File: src/rtl/ps_dropper.sv
// Packet-aligned discarder: forwards or silently consumes whole packets, deciding at SOP.
// Zero-latency combinational datapath; dropped packets are always accepted so upstream never stalls.
module ps_dropper #(
  parameter int WIDTH  = 8,
  parameter int CWIDTH = 16
) (
  input  logic              clk,
  input  logic              reset_n,
  input  logic              drop,
  input  logic              clr,
  input  logic [WIDTH-1:0]  i_dat,
  input  logic              i_val,
  input  logic              i_eop,
  output logic              i_rdy,
  output logic [WIDTH-1:0]  o_dat,
  output logic              o_val,
  output logic              o_eop,
  input  logic              o_rdy,
  output logic [CWIDTH-1:0] pass_cnt,
  output logic [CWIDTH-1:0] drop_cnt,
  output logic              busy
);

  typedef enum logic [1:0] {
    S_IDLE = 2'd0,
    S_PASS = 2'd1,
    S_DROP = 2'd2
  } state_t;

  state_t            r_state;
  state_t            w_next;
  logic              r_busy;
  logic [CWIDTH-1:0] r_pass_cnt;
  logic [CWIDTH-1:0] r_drop_cnt;
  logic              w_val;
  logic              w_eop;
  logic              w_rdy;
  logic              w_pass_inc;
  logic              w_drop_inc;

  always_comb begin
    w_next     = r_state;
    w_val      = 1'b0;
    w_eop      = 1'b0;
    w_rdy      = 1'b0;
    w_pass_inc = 1'b0;
    w_drop_inc = 1'b0;
    case (r_state)
      S_IDLE: begin
        // The decision follows drop on whichever SOP cycle actually accepts the beat.
        if (drop) begin
          w_rdy = 1'b1;
          if (i_val) begin
            if (i_eop) w_drop_inc = 1'b1;
            else       w_next     = S_DROP;
          end
        end else begin
          w_val = i_val;
          w_eop = i_eop;
          w_rdy = o_rdy;
          if (i_val && o_rdy) begin
            if (i_eop) w_pass_inc = 1'b1;
            else       w_next     = S_PASS;
          end
        end
      end
      S_PASS: begin
        w_val = i_val;
        w_eop = i_eop;
        w_rdy = o_rdy;
        if (i_val && o_rdy && i_eop) begin
          w_pass_inc = 1'b1;
          w_next     = S_IDLE;
        end
      end
      S_DROP: begin
        w_rdy = 1'b1;
        if (i_val && i_eop) begin
          w_drop_inc = 1'b1;
          w_next     = S_IDLE;
        end
      end
      default: w_next = S_IDLE;
    endcase
  end

  always_ff @(posedge clk or negedge reset_n) begin
    if (!reset_n) begin
      r_state    <= S_IDLE;
      r_busy     <= 1'b0;
      r_pass_cnt <= '0;
      r_drop_cnt <= '0;
    end else begin
      r_state <= w_next;
      r_busy  <= (w_next != S_IDLE);
      // clr wins over a same-cycle increment; counters stick at all-ones.
      if (clr) begin
        r_pass_cnt <= '0;
        r_drop_cnt <= '0;
      end else begin
        if (w_pass_inc && (r_pass_cnt != {CWIDTH{1'b1}})) r_pass_cnt <= r_pass_cnt + 1'b1;
        if (w_drop_inc && (r_drop_cnt != {CWIDTH{1'b1}})) r_drop_cnt <= r_drop_cnt + 1'b1;
      end
    end
  end

  assign o_dat    = i_dat;
  assign o_val    = w_val & reset_n;
  assign o_eop    = w_eop & reset_n;
  assign i_rdy    = w_rdy & reset_n;
  assign pass_cnt = r_pass_cnt;
  assign drop_cnt = r_drop_cnt;
  assign busy     = r_busy;

endmodule

File: config.mk
export PLATFORM = sky130hd
export DESIGN_NAME = ps_dropper
export DESIGN_NICKNAME = d
export VERILOG_FILES = /design/src/rtl/ps_dropper.sv
export SDC_FILE = /design/constraint.sdc
export NUM_CORES = 1
export LEC_CHECK = 0
export BUFFER_PORTS_ARGS = -buffer_cell sky130_fd_sc_hd__buf_2
export CORE_MARGIN = 2
export CORE_UTILIZATION = 40
export DETAILED_ROUTE_END_ITERATION = 16
export SETUP_SLACK_MARGIN = 0.05
export SLEW_MARGIN = 15
export SYNTH_ARGS = -nofsm -noshare
export SYNTH_HDL_FRONTEND = slang
export SYNTH_SLANG_ARGS = --single-unit
File: constraint.sdc
create_clock -name clk -period 2.7 [get_ports clk]
set_input_delay 0.27 -clock clk [delete_from_list [all_inputs] [get_ports clk]]
set_output_delay 0.27 -clock clk [all_outputs]
set_load 0.005 [all_outputs]
After elaboration in Yosys (flattened, before gate mapping)
Cells that the tools add are included.

storage, ports and cells
  input bits = 15
  word-level logic and storage cells = 49
  output and inout bits = 44
  bits in registers = 35

cells by class
  $add $sub $neg = 2
  reduce and logical (&&, ||, !) cells = 9
  mux-type cells = 27
  bitwise operators = 3
  eq/ne operators = 4

operators by type and width
  cell                                            count
  2-to-1 mux 16 bit                               4
  adder 16 x 1 -> 16 bit (second input constant)  2
  inequality test 16 bit (second input constant)  2
  2-to-1 mux 2 bit                                7
  2-to-1 mux 1 bit                                10
  case mux 1 bit (2 select lines)                 4
  case mux 2 bit (3 select lines)                 1
  nonzero test 2 bit                              3
  logical AND 1 bit                               5
  AND 1 bit                                       3
  case mux 1 bit (3 select lines)                 1
  == test 2 x 1 -> 1 bit (second input constant)  1
  == test 2 bit (second input constant)           1
  logical NOT 2 bit                               1

Depth between registers and ports, before layout
  word-level depth = 7
  mapped depth = 7
  depth with buffers taken out = 5

Least setup slack after synthesis
No wires, ideal clock.

  path type = register -> register
  from = reg r_pass_cnt[0], in the netlist pass_cnt[0]
  to = reg r_pass_cnt[13], in the netlist pass_cnt[13]
  data required time = 2,575 ps
  period minus slack after synthesis = 1,932 ps
  setup slack = 768 ps
  arrival = 1,808 ps
  cell stages (with the launch flop) = 7
  setup time = 125 ps
  cell sequence = dfrtp_1 -> ha_1 -> and4_1 -> and4bb_4 -> buf_6 -> nor4_1 -> mux2_2

between the ends
  word-level cells in the longest chain between the ends = 3
  elaborated cells between the ends (all ways) = 6

RTL lines
  what                                                                     RTL line  text
  from (decl)                                                              33        logic [CWIDTH-1:0] r_pass_cnt;
  from (signal assigned)                                                   101       if (w_pass_inc && (r_pass_cnt != {CWIDTH{1'b1}})) r_pass_cnt <= r_pass_cnt + 1'b1;
  adder 16 x 1 -> 16 bit / inequality test 16 bit (equally long branches)  101
  2-to-1 mux 16 bit / logical AND 1 bit (equally long branches)            101
  2-to-1 mux 16 bit / nonzero test 2 bit (equally long branches)           -

Several ways; a longest one is shown, not always the timed one. The select of a mux whose other input is x is not followed.
A chain may end at the register's enable or synchronous reset.

Final worst setup path
  from = reg r_pass_cnt[0], in the netlist pass_cnt[0]
  to = reg r_pass_cnt[15], in the netlist pass_cnt[15]

Same word-level chain as after synthesis.

==> metrics.yaml <==
synth:
  netlist_top_cells_count: "dfrtp_1, a21oi_1, o31ai_1, or4_1, nand2_1"
  synth-main-ff-cell: "dfrtp_1"
  yosysUniqueCellTypes: 37
  seq_area_frac_synth_pct: 41.79
  ys_ff_latch: 35
  synth_top_cell_by_area: "dfrtp_1"
  async_reset_ff_share_pct: 100.0
  synth-edff-count: 0
  netlist_top_cells_area: "dfrtp_1, o31ai_1, or4_1"
  synth_area_sq_mm: 0.002096
  yosysMostFrequentCell: "dfrtp_1"
  synthCells: 226
  yosysWarnings: 0
  syn_avg_cell_area_sq_um: 9.273
  syn-num-nets: 243
  synth_top_area_share_pct: 41.79
detailed_routing:
  postRouteAntennaNets: 0
  wl_per_cell_um: 14.51
  viasPerCell: 5.787
  vias: 1904
  wl_um: 4775
  drc_errors: 0
  drt-pass1-iter-count: 4
  drt_iter0_markers: 88
clock_network:
  cts_resized: 0
  cts.path.max_buffers: 2
  cts_made_buffers: 5
  cts_setup_buffers: 0
  cts.sinks: 35
  clk_pin_slew_ns: 0.07
  clock_latency_ns: 0.28
  cts_tree: "yes"
  cts_root_buf: "clkbuf_8"
  cts_htree_levels: 2
timing:
  setup_tns_ns: 0
  slew_violations: 0
  final_hold_viol_count: 0
  tightest_slew_ns: 0.6655
  fmax_mhz: 495.9
  slew_headroom_pct: 55.25
  rsz0062_at_grt: "no"
  clock_skew_ns: 0.006569
  finalCritPeriodShare_pct: 74.68
  fin_crit_ns: 2.016
  setup_viol: 0
pwr:
  vdd_ir_drop_max_mv: 0.2014
  power_density_mw_per_mm2: 417.8
  p_leak_nw: 0.9987
global_routing:
  grt_max_degree: 38
  antenna_found_initial: 0
  grt_pass1_vias: 1811
  grt_pass1_wl_um: 8590
  gr-usage-all-layers_pct: 17.95
  gr-total-overflow: 0
floorplanning:
  initial_core_util_pct: 41.30
  io_pins: 59
  die_h_um: 76.39
  core_area_sq_mm: 0.005075
  dieWidth_um: 76.39
  fp.dieArea_sq_mm: 0.005835
  rows: 26
critical_path:
  critical_path_arrival_ns: 2.18
  cp-end-kind: "flop"
  path_class: "reg2reg"
  path_max_fanout: 22
  max_stage_delay_ns: 0.41
  crit_slowest_cell: "dfrtp_1"
  required_ns: 2.86
  path_cells: "ha_1 > and4_1 > and4bb_4 > nor4_1 > mux2_2"
  critPathLaunchType: "flop"
  cp_top_family: "simple AND/OR/NAND/NOR gates"
  critPathBufInv: 0
final_layout:
  syn2layout_area_growth_pct: 12.78
  fin_nets: 275
  fin_cells: 329
  drive_gt1_share_pct: 24.32
  nFillCells: 510
  antenna_cells: 0
flow_run:
  cap_viol_max_count: 0
placed_design:
  placed_cells: 320
  hpwl_um: 3307
  place.port_buffers: 42
  gp_congestion: 0.7788
outcome:
  outcome: "completed"
min_path:
  hold_path_class: "in2reg"
==> layout by cell type (no fill, tap or decap), types with 5 or more instances in the layout <==
| cell | synthesis | final |
|---|---|---|
| o31ai_1 | 20 | 20 |
| or4_1 | 19 | 19 |
| buf_2 | 4 | 42 |
| o21ai_0 | 6 | 6 |
| mux2_2 | 5 | 5 |
| nand3_1 | 5 | 5 |
| nor2_1 | 7 | 7 |
| nor4_1 | 6 | 6 |
| dfrtp_1 | 35 | 35 |
| a21oi_1 | 28 | 28 |
| clkbuf_8 | 0 | 5 |
| nor2b_1 | 7 | 7 |
| and3_1 | 7 | 7 |
| nand2_1 | 17 | 17 |
| nand4_1 | 11 | 11 |
==> report_power, final <==
| group | switching [mW] | leakage, nW | internal [mW] | total (mW) |
|---|---|---|---|---|
| clock network | 0.184 | 0.0422 | 0.181 | 0.365 |
| registers | 0.00970 | 0.485 | 0.535 | 0.544 |
| logic | 0.0482 | 0.472 | 0.0301 | 0.0783 |
==> per-stage QoR <==
step / total power, mW / setup slack, ns / instance area, sq um / hold WS [ns] / utilization, %
global placement: 0.6335 / 0.6813 / 2272 / 0.1140 / 44.77
finish: 0.9875 / 0.6835 / 2364 / 0.2129 / 46.57
floorplan: 0.6081 / 0.7677 / 2096 / -0.02559 / -
CTS: 1.008 / 0.6627 / 2364 / 0.1973 / 46.57
global route: 1.048 / 0.5743 / 2364 / 0.2160 / 46.57
detailed placement: 0.6335 / 0.6522 / 2272 / 0.1132 / 44.77
==> metal layers <==
| metal | track usage, % | vias up | share of wire (%) | wire length (um) |
|---|---|---|---|---|
| met5 | 0 | - | 0 | 0 |
| met4 | 6.909 | 0 | 0.61 | 29 |
| met3 | 4.265 | 2 | 4.3 | 203 |
| met2 | 28.32 | 48 | 49 | 2353 |
| met1 | 23.92 | 917 | 46 | 2188 |
| li1 | - | 937 | - | - |
==> state kept, by name, indices dropped and copies added (netlist names) <==
register,count
r_state,2
pass_cnt,16
busy,1
drop_cnt,16
==> layout make-up <==
| type | instances | area, sq um | area share (%) |
|---|---|---|---|
| multi-input combinational | 167 | 1069 | 45.21 |
| inverter | 4 | 15.01 | 0.6353 |
| tap | 70 | 87.58 | 3.706 |
| clock buffer | 7 | 76.32 | 3.229 |
| timing repair buffer | 45 | 235.2 | 9.952 |
| sequential | 35 | 875.8 | 37.06 |
| clock inverter | 1 | 5.005 | 0.2118 |
==> final timing paths <==
check | startpoint | to | slack (ns) | depth (start not counted)
min | o_rdy | r_state[0] | 0.21 | 2
min reg2reg | r_state[0] | r_state[1] | 0.52 | 1
max reg2reg | pass_cnt[0] | pass_cnt[15] | 0.68 | 5
max in group asynchronous | reset_n | drop_cnt[4] | 1.71 | 3
min in group asynchronous | reset_n | r_state[0] | 0.36 | 2
max | pass_cnt[0] | pass_cnt[15] | 0.68 | 5
==> logic make-up after synthesis <==
kind of cell	Yosys count	synth area share [%]
AND/OR/NAND/NOR	100	29.49
AO/OA/AOI/OAI	60	17.61
flip-flops	35	41.79
buffers and inverters	24	7.223
multiplexers	5	2.686
adder cells (fa/ha/maj)	2	1.194
==> worst reg2reg max path: stages (launching register included) <==
cell      delay (ns)
dfrtp_1         0.41
ha_1            0.24
and4_1          0.27
and4bb_4        0.30
nor4_1          0.31
mux2_2          0.37
==> timing repair <==
item / 4_1_cts / 5_1_grt
endpoints found under the hold margin: 3 / 0
hold buffers: 1 / 0
setup endpoints to repair: 0 / 0
No activity file was read; power rests on OpenSTA's default activity.
